File: config.mk
export PLATFORM = sky130hd
export DESIGN_NAME = bcp_unit_detect
export DESIGN_NICKNAME = d
export VERILOG_FILES = /design/src/rtl/bcp_unit_detect.sv
export SDC_FILE = /design/constraint.sdc
export NUM_CORES = 1
export LEC_CHECK = 0
export BUFFER_PORTS_ARGS = -buffer_cell sky130_fd_sc_hd__buf_2
export CAP_MARGIN = 10
export CELL_PAD_IN_SITES_DETAIL_PLACEMENT = 1
export CELL_PAD_IN_SITES_GLOBAL_PLACEMENT = 1
export CORE_ASPECT_RATIO = 0.7
export CORE_UTILIZATION = 25
export DETAILED_ROUTE_END_ITERATION = 8
export PLACE_DENSITY_LB_ADDON = 0.1
export SYNTH_ARGS = -nofsm -noshare
export SYNTH_HDL_FRONTEND = slang
export SYNTH_SLANG_ARGS = --single-unit
File: constraint.sdc
create_clock -name CLK -period 4.22 [get_ports CLK]
set_clock_uncertainty 0.2 [all_clocks]
set_input_delay 0.211 -clock CLK [delete_from_list [all_inputs] [get_ports CLK]]
set_output_delay 0.211 -clock CLK [all_outputs]
set_load 0.02 [all_outputs]
File: src/rtl/bcp_unit_detect.sv
// Clause-scan stage for the BCP engine: walks the clause list against a snapshot
// of the partial assignment and offers the first unit clause downstream.
module bcp_unit_detect #(
  parameter int unsigned NUM_CLAUSES = 16,
  parameter int unsigned ADDR_W      = 12
) (
  input  logic              CLK,
  input  logic              RST,
  input  logic              START,
  input  logic [3:0]        ASSIGNED,
  input  logic [3:0]        VALUE,
  output logic [ADDR_W-1:0] ADDR,
  output logic              RD_EN,
  input  logic [15:0]       RDATA,
  output logic              UNIT_VALID,
  input  logic              UNIT_READY,
  output logic [3:0]        UNIT_CLAUSE,
  output logic [7:0]        CLAUSE_TYPE,
  output logic [ADDR_W-1:0] UNIT_ADDR,
  output logic              BUSY,
  output logic              DONE,
  output logic              CONFLICT,
  output logic              NO_UNIT
);

  localparam logic [ADDR_W-1:0] LAST_IDX = ADDR_W'(NUM_CLAUSES - 1);

  typedef enum logic [2:0] {
    IDLE,
    READ,
    EVAL,
    EMIT,
    FINISH
  } state_t;

  state_t            state;
  logic [ADDR_W-1:0] cnt;
  logic [3:0]        snap_a;
  logic [3:0]        snap_v;

  logic [3:0] clause_mask;
  logic [3:0] clause_pol;
  logic [3:0] free;
  logic [2:0] nfree;
  logic       sat;
  logic       unused_rsvd;

  assign clause_mask = RDATA[11:8];
  assign clause_pol  = RDATA[3:0];
  assign unused_rsvd = ^RDATA[15:12];

  // Classify the clause word currently on RDATA against the snapshot.
  always_comb begin
    sat   = |(clause_mask & snap_a & ~(snap_v ^ clause_pol));
    free  = clause_mask & ~snap_a;
    nfree = 3'(free[0]) + 3'(free[1]) + 3'(free[2]) + 3'(free[3]);
  end

  always_ff @(posedge CLK or posedge RST) begin
    if (RST) begin
      state       <= IDLE;
      cnt         <= '0;
      snap_a      <= '0;
      snap_v      <= '0;
      ADDR        <= '0;
      RD_EN       <= 1'b0;
      UNIT_VALID  <= 1'b0;
      UNIT_CLAUSE <= '0;
      CLAUSE_TYPE <= '0;
      UNIT_ADDR   <= '0;
      BUSY        <= 1'b0;
      DONE        <= 1'b0;
      CONFLICT    <= 1'b0;
      NO_UNIT     <= 1'b0;
    end else begin
      case (state)
        IDLE: begin
          DONE <= 1'b0;
          if (START) begin
            snap_a   <= ASSIGNED;
            snap_v   <= VALUE;
            CONFLICT <= 1'b0;
            NO_UNIT  <= 1'b0;
            cnt      <= '0;
            ADDR     <= '0;
            RD_EN    <= 1'b1;
            BUSY     <= 1'b1;
            state    <= READ;
          end
        end
        READ: begin
          RD_EN <= 1'b0;
          state <= EVAL;
        end
        EVAL: begin
          if (sat || nfree >= 3'd2) begin
            if (cnt == LAST_IDX) begin
              NO_UNIT <= 1'b1;
              DONE    <= 1'b1;
              state   <= FINISH;
            end else begin
              cnt   <= cnt + ADDR_W'(1);
              ADDR  <= cnt + ADDR_W'(1);
              RD_EN <= 1'b1;
              state <= READ;
            end
          end else if (nfree == 3'd0) begin
            CONFLICT <= 1'b1;
            DONE     <= 1'b1;
            state    <= FINISH;
          end else begin
            UNIT_CLAUSE <= free;
            CLAUSE_TYPE <= RDATA[7:0];
            UNIT_ADDR   <= cnt;
            UNIT_VALID  <= 1'b1;
            state       <= EMIT;
          end
        end
        EMIT: begin
          if (UNIT_READY) begin
            UNIT_VALID <= 1'b0;
            DONE       <= 1'b1;
            state      <= FINISH;
          end
        end
        FINISH: begin
          DONE  <= 1'b0;
          BUSY  <= 1'b0;
          state <= IDLE;
        end
        default: begin
          state <= IDLE;
        end
      endcase
    end
  end

endmodule

# == After elaboration in Yosys (flattened, before gate mapping) ==
# Cells that the tools add are included.
# totals
ff_bits,53
latchBits,0
ramBits,0
mem_bits_ro,0
output_inout_bits,42
n_memories,0
# classes
n_addsub,4
n_mul,0
n_div,0
order_cmp,1
n_eq_ne,15
n_shift,0
muxes,29
n_bitwise,8
n_reduce_logical,20
# op_table
op,count
two-way mux 12 bit,3
one-hot mux 12 bit (2 select lines),1
AND reduction 4 bit,6
!= test 2 bit (second input constant),8
two-way mux 3 bit,5
two-way mux 1 bit,13
adder 12 x 1 -> 12 bit (second input constant),1
AND 4 bit,3
equality test 12 x 4 -> 1 bit (second input constant),1
one-hot mux 3 bit (4 select lines),1
NOT 4 bit,2
one-hot mux 1 bit (2 select lines),4
equality test 3 x 2 -> 1 bit (second input constant),2
zero test 3 bit,2
!= test 3 bit (second input constant),2
one-hot mux 1 bit (3 select lines),2
AND reduction 2 bit,3
nonzero test 2 bit,3
nonzero test 3 bit,2
OR reduction 4 bit,1
bitwise XOR 4 bit,1
adder 2 x 1 -> 3 bit,1
adder 3 x 1 -> 3 bit,1
equality test 3 x 1 -> 1 bit (second input constant),1
7 further kinds,8

# == Depth between registers and ports, before layout ==
# Gate-level depths: netlist of run 1.
# logic_depth
ltp_word,9
ltp_mapped,11
ltp_nobuf,10

# == Least setup slack after synthesis of run 1 ==
# OpenSTA, ideal clock, no wires.
# synth_path
path_kind,register -> register
start,register snap_a[0]
end,register cnt[3]
setup_time_ns,0.078
t_arrival_ns,2.788
required_time_ns,3.942
path_slack_ns,1.154
stages_incl_launch_ff,12
path_buffers,1
period_less_slack_ns,3.066
cell_sequence,dfrtp_1 nand2b_1 fa_1 inv_1 ha_1 ha_1 nor2_1 a21o_1 nor3_2 buf_2 or4_1 a21oi_1
# synth_via
elab_chain_len,9
elab_cells_between_ends,12
cone_classes,add/sub: 3; order compare: 1; eq/ne: 1; bitwise: 4; reduce/logical: 3
# synth_rtl
element,line,text
start: declaration,38,logic [3:0] snap_a;
start signal: assignment,63,snap_a <= '0;
start signal: assignment,80,snap_a <= ASSIGNED;
NOT 4 bit,55,free = clause_mask & ~snap_a;
AND 4 bit,55,
adder 1 x 1 -> 2 bit,56,nfree = 3'(free[0]) + 3'(free[1]) + 3'(free[2]) + 3'(free[3]);
adder 2 x 1 -> 3 bit,56,
adder 3 x 1 -> 3 bit,56,
>= comparator 3 x 2 -> 1 bit,96,if (sat || nfree >= 3'd2) begin
logical OR 1 bit (*),96,
!= test 2 bit (no source line) (*),-,
AND reduction 4 bit (no source line) (*),-,
end signal: assignment,102,cnt <= cnt + ADDR_W'(1);
end: declaration,37,logic [ADDR_W-1:0] cnt;
# Every way passes the cells marked *; elsewhere a longest branch is shown, timed or not.
# A chain may end at the register's enable or synchronous reset.

# == Worst setup path after layout of run 1 ==
# layout_path
start,register snap_a[0]
end,register cnt[0]
# The elaborated chain is that of the path after synthesis.

==> results of run 1 <==
==> worst reg2reg max path: cells and delay by family, from the launching register on <==
kind | cells | cell delay, ps
AO/OA/AOI/OAI | 1 | 230
adder cells (fa/ha/maj) | 3 | 920
buffers and inverters | 1 | 40
flip-flops | 1 | 390
multiplexers | 1 | 270
AND/OR/NAND/NOR | 4 | 1090
==> path summary, 6_finish.rpt <==
kind | endpoint | slack (ps) | cells after the start
worst min register to register | UNIT_ADDR[8] | 280 | 1
worst min-delay path | state[1] | 60 | 3
max in group asynchronous | state[2] | 2870 | 4
worst max-delay path | cnt[0] | 960 | 10
worst max register to register | cnt[0] | 960 | 10
min in group asynchronous | CLAUSE_TYPE[4] | 470 | 4
==> cell usage after synthesis (all sizes together), types with 2 or more instances <==
library cell	count
a21oi	9
a31oi	2
and2	2
buf	5
clkbuf	4
dfrtp	53
ha	4
inv	10
mux2	22
mux2i	4
nand2	37
nand2b	4
nand3	4
nand4	2
nor2	7
nor2b	2
nor3	5
nor3b	2
nor4	2
o21ai	5
o221ai	2
o22ai	3
o31ai	4
o32a	2
or3	6
or4	7
xor2	4
==> repair_timing <==
item | 4_1_cts | 5_1_grt
hold buffers | 17 | 0
setup endpoints to repair | 0 | 0
endpoints found under the hold margin | 69 | 0
==> stage by stage <==
step	total power [mW]	util, %	hold slack [ps]	setup slack (ps)
floorplan	1.40	-	116	1150
global route	2.23	34.1	85.4	750
detailed placement	1.65	30.8	213	918
global placement	1.63	30.8	206	976
finish	2.06	34.1	59.0	957
CTS	2.11	34.1	47.8	901
==> layout make-up <==
cell class / count / area, um2
clock inverter: 3 / 25.0
sequential: 53 / 1330
fill: 1126 / 6510
clock buffer: 5 / 125
tap: 128 / 160
inverter: 10 / 37.5
timing repair buffer: 85 / 518
multi-input combinational: 158 / 1170
==> registers in the layout, summed over array words and instances (netlist names) <==
signal       count
UNIT_ADDR       12
cnt             12
CLAUSE_TYPE      8
UNIT_CLAUSE      4
snap_a           4
snap_v           4
state            3
BUSY             1
CONFLICT         1
DONE             1
NO_UNIT          1
RD_EN            1
UNIT_VALID       1
==> report_power, final <==
group | leakage [nW] | switching [mW] | internal [mW]
clock network | 0.0704 | 0.206 | 0.224
registers | 0.691 | 0.118 | 0.653
logic | 0.872 | 0.512 | 0.351
total | 1.63 | 0.835 | 1.23
==> kinds of logic (layout without fill, tap and decap cells) <==
kind of cell    after synthesis  in the layout  synth area share [%]
compound gates               39             39                  11.3
xor+xnor                      4              4                  1.35
fa+ha+maj                     5              5                  2.70
buf+inv                      19            103                  3.71
flops                        53             53                  51.1
mux                          26             26                  12.5
simple gates                 84             84                  17.3
==> metal layers <==
layer	up-vias	routed length [um]
li1	997	-
met1	1027	3630
met2	49	2990
met3	8	332
met4	0	82
met5	-	0
==> results.ini, run 1 <==
[final_layout]
fin_cells=442
mostFrequentLayoutCells=buf_2, dfrtp_1, nand2_1
diodes=0
layout_commonest_cell=buf_2
area_growth_pct=29.6
drive_gt1_share_pct=32.2
final_area_um2=3370
fin_nets=346

[place]
placedCellCount=417
dpl.hpwl_mm=4.86
place.gp.congestion=0.695
port_buffers=65
dpl-instance-area_um2=3050

[critical_path]
critPathCaptureType=register
cpMostUsedCell=ha_1
cpMaxStageDelayCell=fa_1
crit_arrival_ps=3260
crit_chain=nand2b_1, fa_1, inv_1, ha_1, ha_1, nor2_1, a21o_1, nor3_2, or3_1, mux2_2
cp_num_buf_inv=1
rr_startpoint=snap_a[0]
worst_ep_required_time_ps=4210
critical-path-top-delay-family=simple AND/OR/NAND/NOR gates
crit_fanout=13
setup.worst_path.start=snap_a[0]
critPathLaunchType=register
critPathKind=register to register
cp_slowest_stage_delay_ps=550

[global_route]
grt_pass1_wl_mm=11.3
grt.overflow.total=0
grt_use_met1_pct=20.2
top_usage_layer=met2
grt_pass1_vias=2154
grt_max_degree=54
grt_use_total_pct=14.2
grt_antenna_before_repair=0
grtUsageMet2_pct=20.7
met3_usage_pct=3.60

[clock_network]
cts.sinks=53
numCtsBuffers=5
h-tree-depth=2
root_buffer=clkbuf_16
post-cts-setup-buffers=0
path_clk_slew_ps=80
cts_resized=0
cts_tree=built
clk_latency_ps=300
clockBufferDepth=2

[sta]
rsz0062_at_grt=no
hold_violations=0
finalSetupTns_ps=0
finalSetupViolCount=0
max_freq_mhz=306
tightest_slew_ps=791
maxSlewViolCount=0
period_share_pct=77.3
fin_crit_ps=3260
slew_headroom_pct=47.3

[worst_hold_path]
min_path_type=input port to register
hold_path_startpoint=UNIT_READY

[yosys]
synth_cell_types=51
synth_top_area_share_pct=51.1
seq_area_frac_synth_pct=51.1
synth_area_leaders=dfrtp_1, mux2_4, nand2_1
synth.net_count=263
syn_area_per_cell_um2=11.3
yosys_register_bits=53
synth_area_um2=2600
synth-edff-count=0
synth_ff_type=dfrtp_1
yosysWarnings=0
async_flop_share_pct=100
synth_cells=230
yosys.area.top_type=dfrtp_1

[drt]
vias_per_cell=4.71
ant_nets=0
drc=0
routedWlPerCell_um=15.9
detailedRoute.firstPassIterationCount=4
num_vias=2081
drt_wl_total_mm=7.03
drt_iter0_markers=58

[power]
p_leak_nw=1.63
irDropWorstVdd_mv=0.218
power_density_nw_per_um2=613

[floorplanning]
die_h_um=87.3
start_util_pct=26.3
core_area_um2=9870
die_w_um=124
row_count=30
dieArea_um2=10800
io_pins=70

[run]
max_cap_viol_count=0

[run_status]
status=finished clean

(Power assumes the default switching activity.)
==> run 2: changes to the inputs <==
Clock period 4.22 ns to 3.2 ns, I/O delays scaled along.
==> run 2 against run 1 <==
Net effect: cell count rose by 1.1%; critical path depth is 1 higher; routed wire length is 1.1% lower; highest routed layer unchanged; clock power increased by 28%; register-to-register slack got worse by 810 ps; largest power group unchanged; critical endpoint unchanged; non-clock buffer count grew 5.
==> results.ini, run 2 (synthesis results as in run 1) <==
[run_status]
status=finished clean

[global_route]
grt.overflow.total=0
grt_use_total_pct=13.9
grt_pass1_vias=2123
grt_pass1_wl_mm=11.3
grt_max_degree=36
grt_antenna_before_repair=0

[power]
switching_power_mw=1.10
internal-power_mw=1.66
pwr-share-comb_pct=43.0
sw_frac_of_total_pct=39.8
p_leak_nw=1.66
power.total_mw=2.75
p_seq_share_pct=37.0
p_clk_share_pct=20.0
irDropWorstVdd_mv=0.334
power_density_nw_per_um2=807

[critical_path]
crit_cells=11
critPathLaunchType=register
worst_ep_required_time_ps=3180
crit_fanout=13
cpMostUsedCell=ha_1
crit_arrival_ps=3030
cp_num_buf_inv=2
cp_slowest_stage_delay_ps=540
r2r_slack_ps=150
cpMaxStageDelayCell=fa_1
critical-path-top-delay-family=adder cells
worstRegToRegCells=11
critPathKind=register to register
critPathCaptureType=register
rr_startpoint=snap_a[0]
regToRegEndpoint=cnt[0]
crit_chain=nand2b_1, fa_1, inv_1, ha_1, ha_1, nor2_1, a21o_1, nor3_2, buf_4, or3_1, mux2_2

[drt]
vias_per_cell=4.67
drc=0
num_vias=2086
drt_iter0_markers=88
drt_wl_total_mm=6.96
ant_nets=0
detailedRoute.firstPassIterationCount=4
routedWlPerCell_um=15.6

[clock_network]
cts_tree=built
cts.sinks=53
numCtsBuffers=5
h-tree-depth=2
clk_latency_ps=290
root_buffer=clkbuf_16
cts_resized=0
path_clk_slew_ps=70
clockBufferDepth=2

[place]
place_ws_ps=155
port_buffers=65
placedCellCount=422
place.gp.congestion=0.684
dpl.hpwl_mm=5.05

[worst_hold_path]
whs_endpoint=state[1]
hold-path-cell-count=3
min_path_type=input port to register
hold_path_startpoint=UNIT_READY

[floorplanning]
start_util_pct=26.3
die_w_um=124
core_area_um2=9870
row_count=30
die_h_um=87.3
io_pins=70
dieArea_um2=10800

[sta]
finalSetupViolCount=0
hold_violations=0
maxSlewViolCount=0
fin_ws_ps=148
fin_crit_ps=3050
tightest_slew_ps=551
finalSetupTns_ps=0
rsz0062_at_grt=no
period_share_pct=95.4
max_freq_mhz=328
slew_headroom_pct=63.2

[final_layout]
fin_cells=447
layout_commonest_cell=buf_2
diodes=0
drive_gt1_share_pct=33.2
fillCellCount=1119
reg_top3=UNIT_ADDR (12), cnt (12), CLAUSE_TYPE (8)
area_growth_pct=31.4
multi_input_area_um2=1170
fin_nets=351
mostFrequentLayoutCells=buf_2, dfrtp_1, nand2_1
regArea_um2=1330

[run]
max_cap_viol_count=0

run 2: changes by cell type in the layout (fill, tap and decap cells not counted), sizes merged:
| cell | previous run | this run |
|---|---|---|
| buf | 68 | 73 |
run 2: layout make-up:
class                           count  share of cell area [%]
Sequential cell                    53                    38.9
Multi-Input combinational cell    158                    34.4
Timing Repair Buffer               90                    16.6
Tap cell                          128                    4.69
Clock buffer                        5                    3.67
Inverter                           10                    1.10
Clock inverter                      3                   0.623
run 2: how the worst max path moves through the flow:
stage / start / end
6_report: snap_a[0] / cnt[0]
5_1_grt: snap_a[0] / cnt[5]
4_1_cts: snap_a[0] / cnt[0]
3_5_place_dp: snap_a[0] / cnt[0]
3_3_place_gp: snap_a[0] / cnt[0]
2_1_floorplan: snap_a[0] / cnt[3]
run 2: what timing repair did:
item	4_1_cts	5_1_grt
hold buffers	17	0
setup buffers	0	0
hold endpoints to repair	34	0
endpoints found under the setup margin	0	0
run 2: power by group through the flow:
stage / registers [mW] / clock network (mW) / logic, mW
after floorplan: 1.14 / 0 / 0.707
after detailed placement: 1.04 / 0 / 1.19
after global placement: 1.03 / 0 / 1.18
final: 1.02 / 0.551 / 1.18
after global routing: 1.05 / 0.601 / 1.32
after CTS: 1.03 / 0.577 / 1.22
run 2: stage by stage:
step	cell area, um2	util (%)	hold slack [ps]
after global routing	3410	34.6	12.1
after global placement	3100	31.4	-18.9
after CTS	3410	34.6	2.59
final	3410	34.6	6.12
after floorplan	2600	-	65.4
after detailed placement	3100	31.4	-5.79
run 2: tightest hold or removal path: cells and delay by family:
| kind | cells | cell delay (ps) |
|---|---|---|
| AOI/OAI and AO/OA | 1 | 140 |
| buffers and inverters | 1 | 110 |
| and+or+nand+nor | 1 | 60 |
run 2: metal layers:
metal  routed length, um  up-vias  GRT usage (%)
met4                  41        0           2.96
met2                2950       47           20.6
met5                   0        -              0
met3                 349        5           3.27
li1                    -     1006              -
met1                3620     1028           20.5
==> run 3: changes to the inputs <==
Settings changed: CAP_MARGIN 10 to unset, PLACE_DENSITY_LB_ADDON 0.1 to 0.25, SKIP_CTS_REPAIR_TIMING set to 1.
==> run 3 against run 2 <==
Net effect: register-to-register slack is essentially flat; first-iteration DRC count increased by 16%; setup slack improved by 7.7 ps; critical path depth increased by 1; design area rose by 1.9%; hold slack worse by 5.9 ps; combinational power hardly changed; core utilization up 0.66 points; cell count rose by 0.45%; critical path type unchanged.
==> results.ini, run 3 (synthesis results as in run 1) <==
[run_status]
status=finished clean

[critical_path]
cpMostUsedCell=buf_4
critical-path-top-delay-family=adder cells
worst_ep_required_time_ps=3180
critPathLaunchType=register
crit_chain=nand2b_1, fa_1, inv_1, ha_1, inv_1, ha_1, o221ai_2, nor4_4, buf_4, buf_4, buf_4, mux2_1
cp_slowest_stage_delay_ps=540
crit_arrival_ps=3030
r2r_slack_ps=160
critPathCaptureType=register
cp_num_buf_inv=5
cpMaxStageDelayCell=fa_1
critPathKind=register to register
crit_fanout=4

[clock_network]
clockBufferDepth=2
h-tree-depth=2
root_buffer=clkbuf_16
cts.sinks=53
numCtsBuffers=5
cts_tree=built
clk_latency_ps=300
path_clk_slew_ps=70

[global_route]
grt.overflow.total=0
grt_pass1_vias=2055
grt_antenna_before_repair=0
grt_max_degree=32
grt_pass1_wl_mm=10.8
grt_use_total_pct=13.2

[sta]
fin_crit_ps=3040
finalSetupViolCount=0
hold-worst-slack_ps=0.269
hold_violations=0
finalSetupTns_ps=0
maxSlewViolCount=0
max_freq_mhz=329
period_share_pct=95.1
slew_headroom_pct=65.8
rsz0062_at_grt=no
tightest_slew_ps=512

[floorplanning]
die_w_um=124
start_util_pct=26.3
row_count=30
io_pins=70
die_h_um=87.3
dieArea_um2=10800
core_area_um2=9870

[final_layout]
diodes=0
reg_top3=UNIT_ADDR (12), cnt (12), CLAUSE_TYPE (8)
layout_commonest_cell=buf_2
drive_gt1_share_pct=34.0
fin_cells=449
fin_util_pct=35.2
area_growth_pct=33.9
mostFrequentLayoutCells=buf_2, dfrtp_1, nand2_1
fin_nets=353

[drt]
met3_length_um=373
wl_met2_mm=2.98
highest_layer=met4
num_vias=2134
ant_nets=0
drc=0
drt_iter0_markers=102
vias_per_cell=4.75
drt_wl_total_mm=6.92
routedWlPerCell_um=15.4
drt-met1-wl_mm=3.49
detailedRoute.firstPassIterationCount=4

[power]
power_density_nw_per_um2=825
power.total_mw=2.87
irDropWorstVdd_mv=0.371
p_leak_nw=1.69

[run]
max_cap_viol_count=0

[place]
port_buffers=65
placedCellCount=421
dpl.hpwl_mm=4.79
place.gp.congestion=0.704

[worst_hold_path]
min_path_type=input port to register

==> run 3: cell count changes in the layout (fill, tap and decap cells not counted), sizes merged <==
cell    change
clkbuf      +2
buf         +1
bufinv      +1
clkinv      -1
inv         -1
==> run 3: layout make-up <==
class | instances | area (um2)
fill | 1116 | 6390
multi-input combinational | 158 | 1180
tap | 128 | 160
clock buffer | 6 | 139
sequential | 53 | 1330
clock inverter | 2 | 37.5
timing repair buffer | 92 | 601
inverter | 10 | 37.5
==> run 3: where the power goes <==
| group | internal, mW | switching (mW) | leakage, nW |
|---|---|---|---|
| combinational | 0.524 | 0.679 | 0.916 |
| sequential | 0.862 | 0.158 | 0.691 |
| clock | 0.391 | 0.256 | 0.0831 |
==> run 3: worst paths after layout <==
kind	start	to	cells after the start
worst max-delay path	snap_a[0]	UNIT_ADDR[4]	12
worst min-delay path	RDATA[9]	UNIT_CLAUSE[1]	3
worst max register to register	snap_a[0]	UNIT_ADDR[4]	12
worst min register to register	UNIT_ADDR[4]	UNIT_ADDR[4]	1
max in group asynchronous	RST	DONE	4
min in group asynchronous	RST	CLAUSE_TYPE[7]	3
==> run 3: worst register-to-register path: cells and delay by family, from the launching register on <==
kind / cells / cell delay [ps]
adders and majority gates: 3 / 880
AOI/OAI and AO/OA: 1 / 170
DFF: 1 / 390
and+or+nand+nor: 2 / 480
muxes: 1 / 310
buffers and inverters: 5 / 510
==> run 3: routing by layer <==
metal	up-vias	global-route usage, %
met5	-	0
met4	0	2.63
met3	7	3.73
met2	48	20.1
met1	1070	18.6
li1	1009	-
==> run 3: metrics by stage <==
stage / area (um2) / worst slack (ps)
after global placement: 3090 / 173
after global routing: 3480 / 7.47
after floorplan: 2600 / 134
final: 3480 / 156
after detailed placement: 3090 / 120
after CTS: 3260 / 121
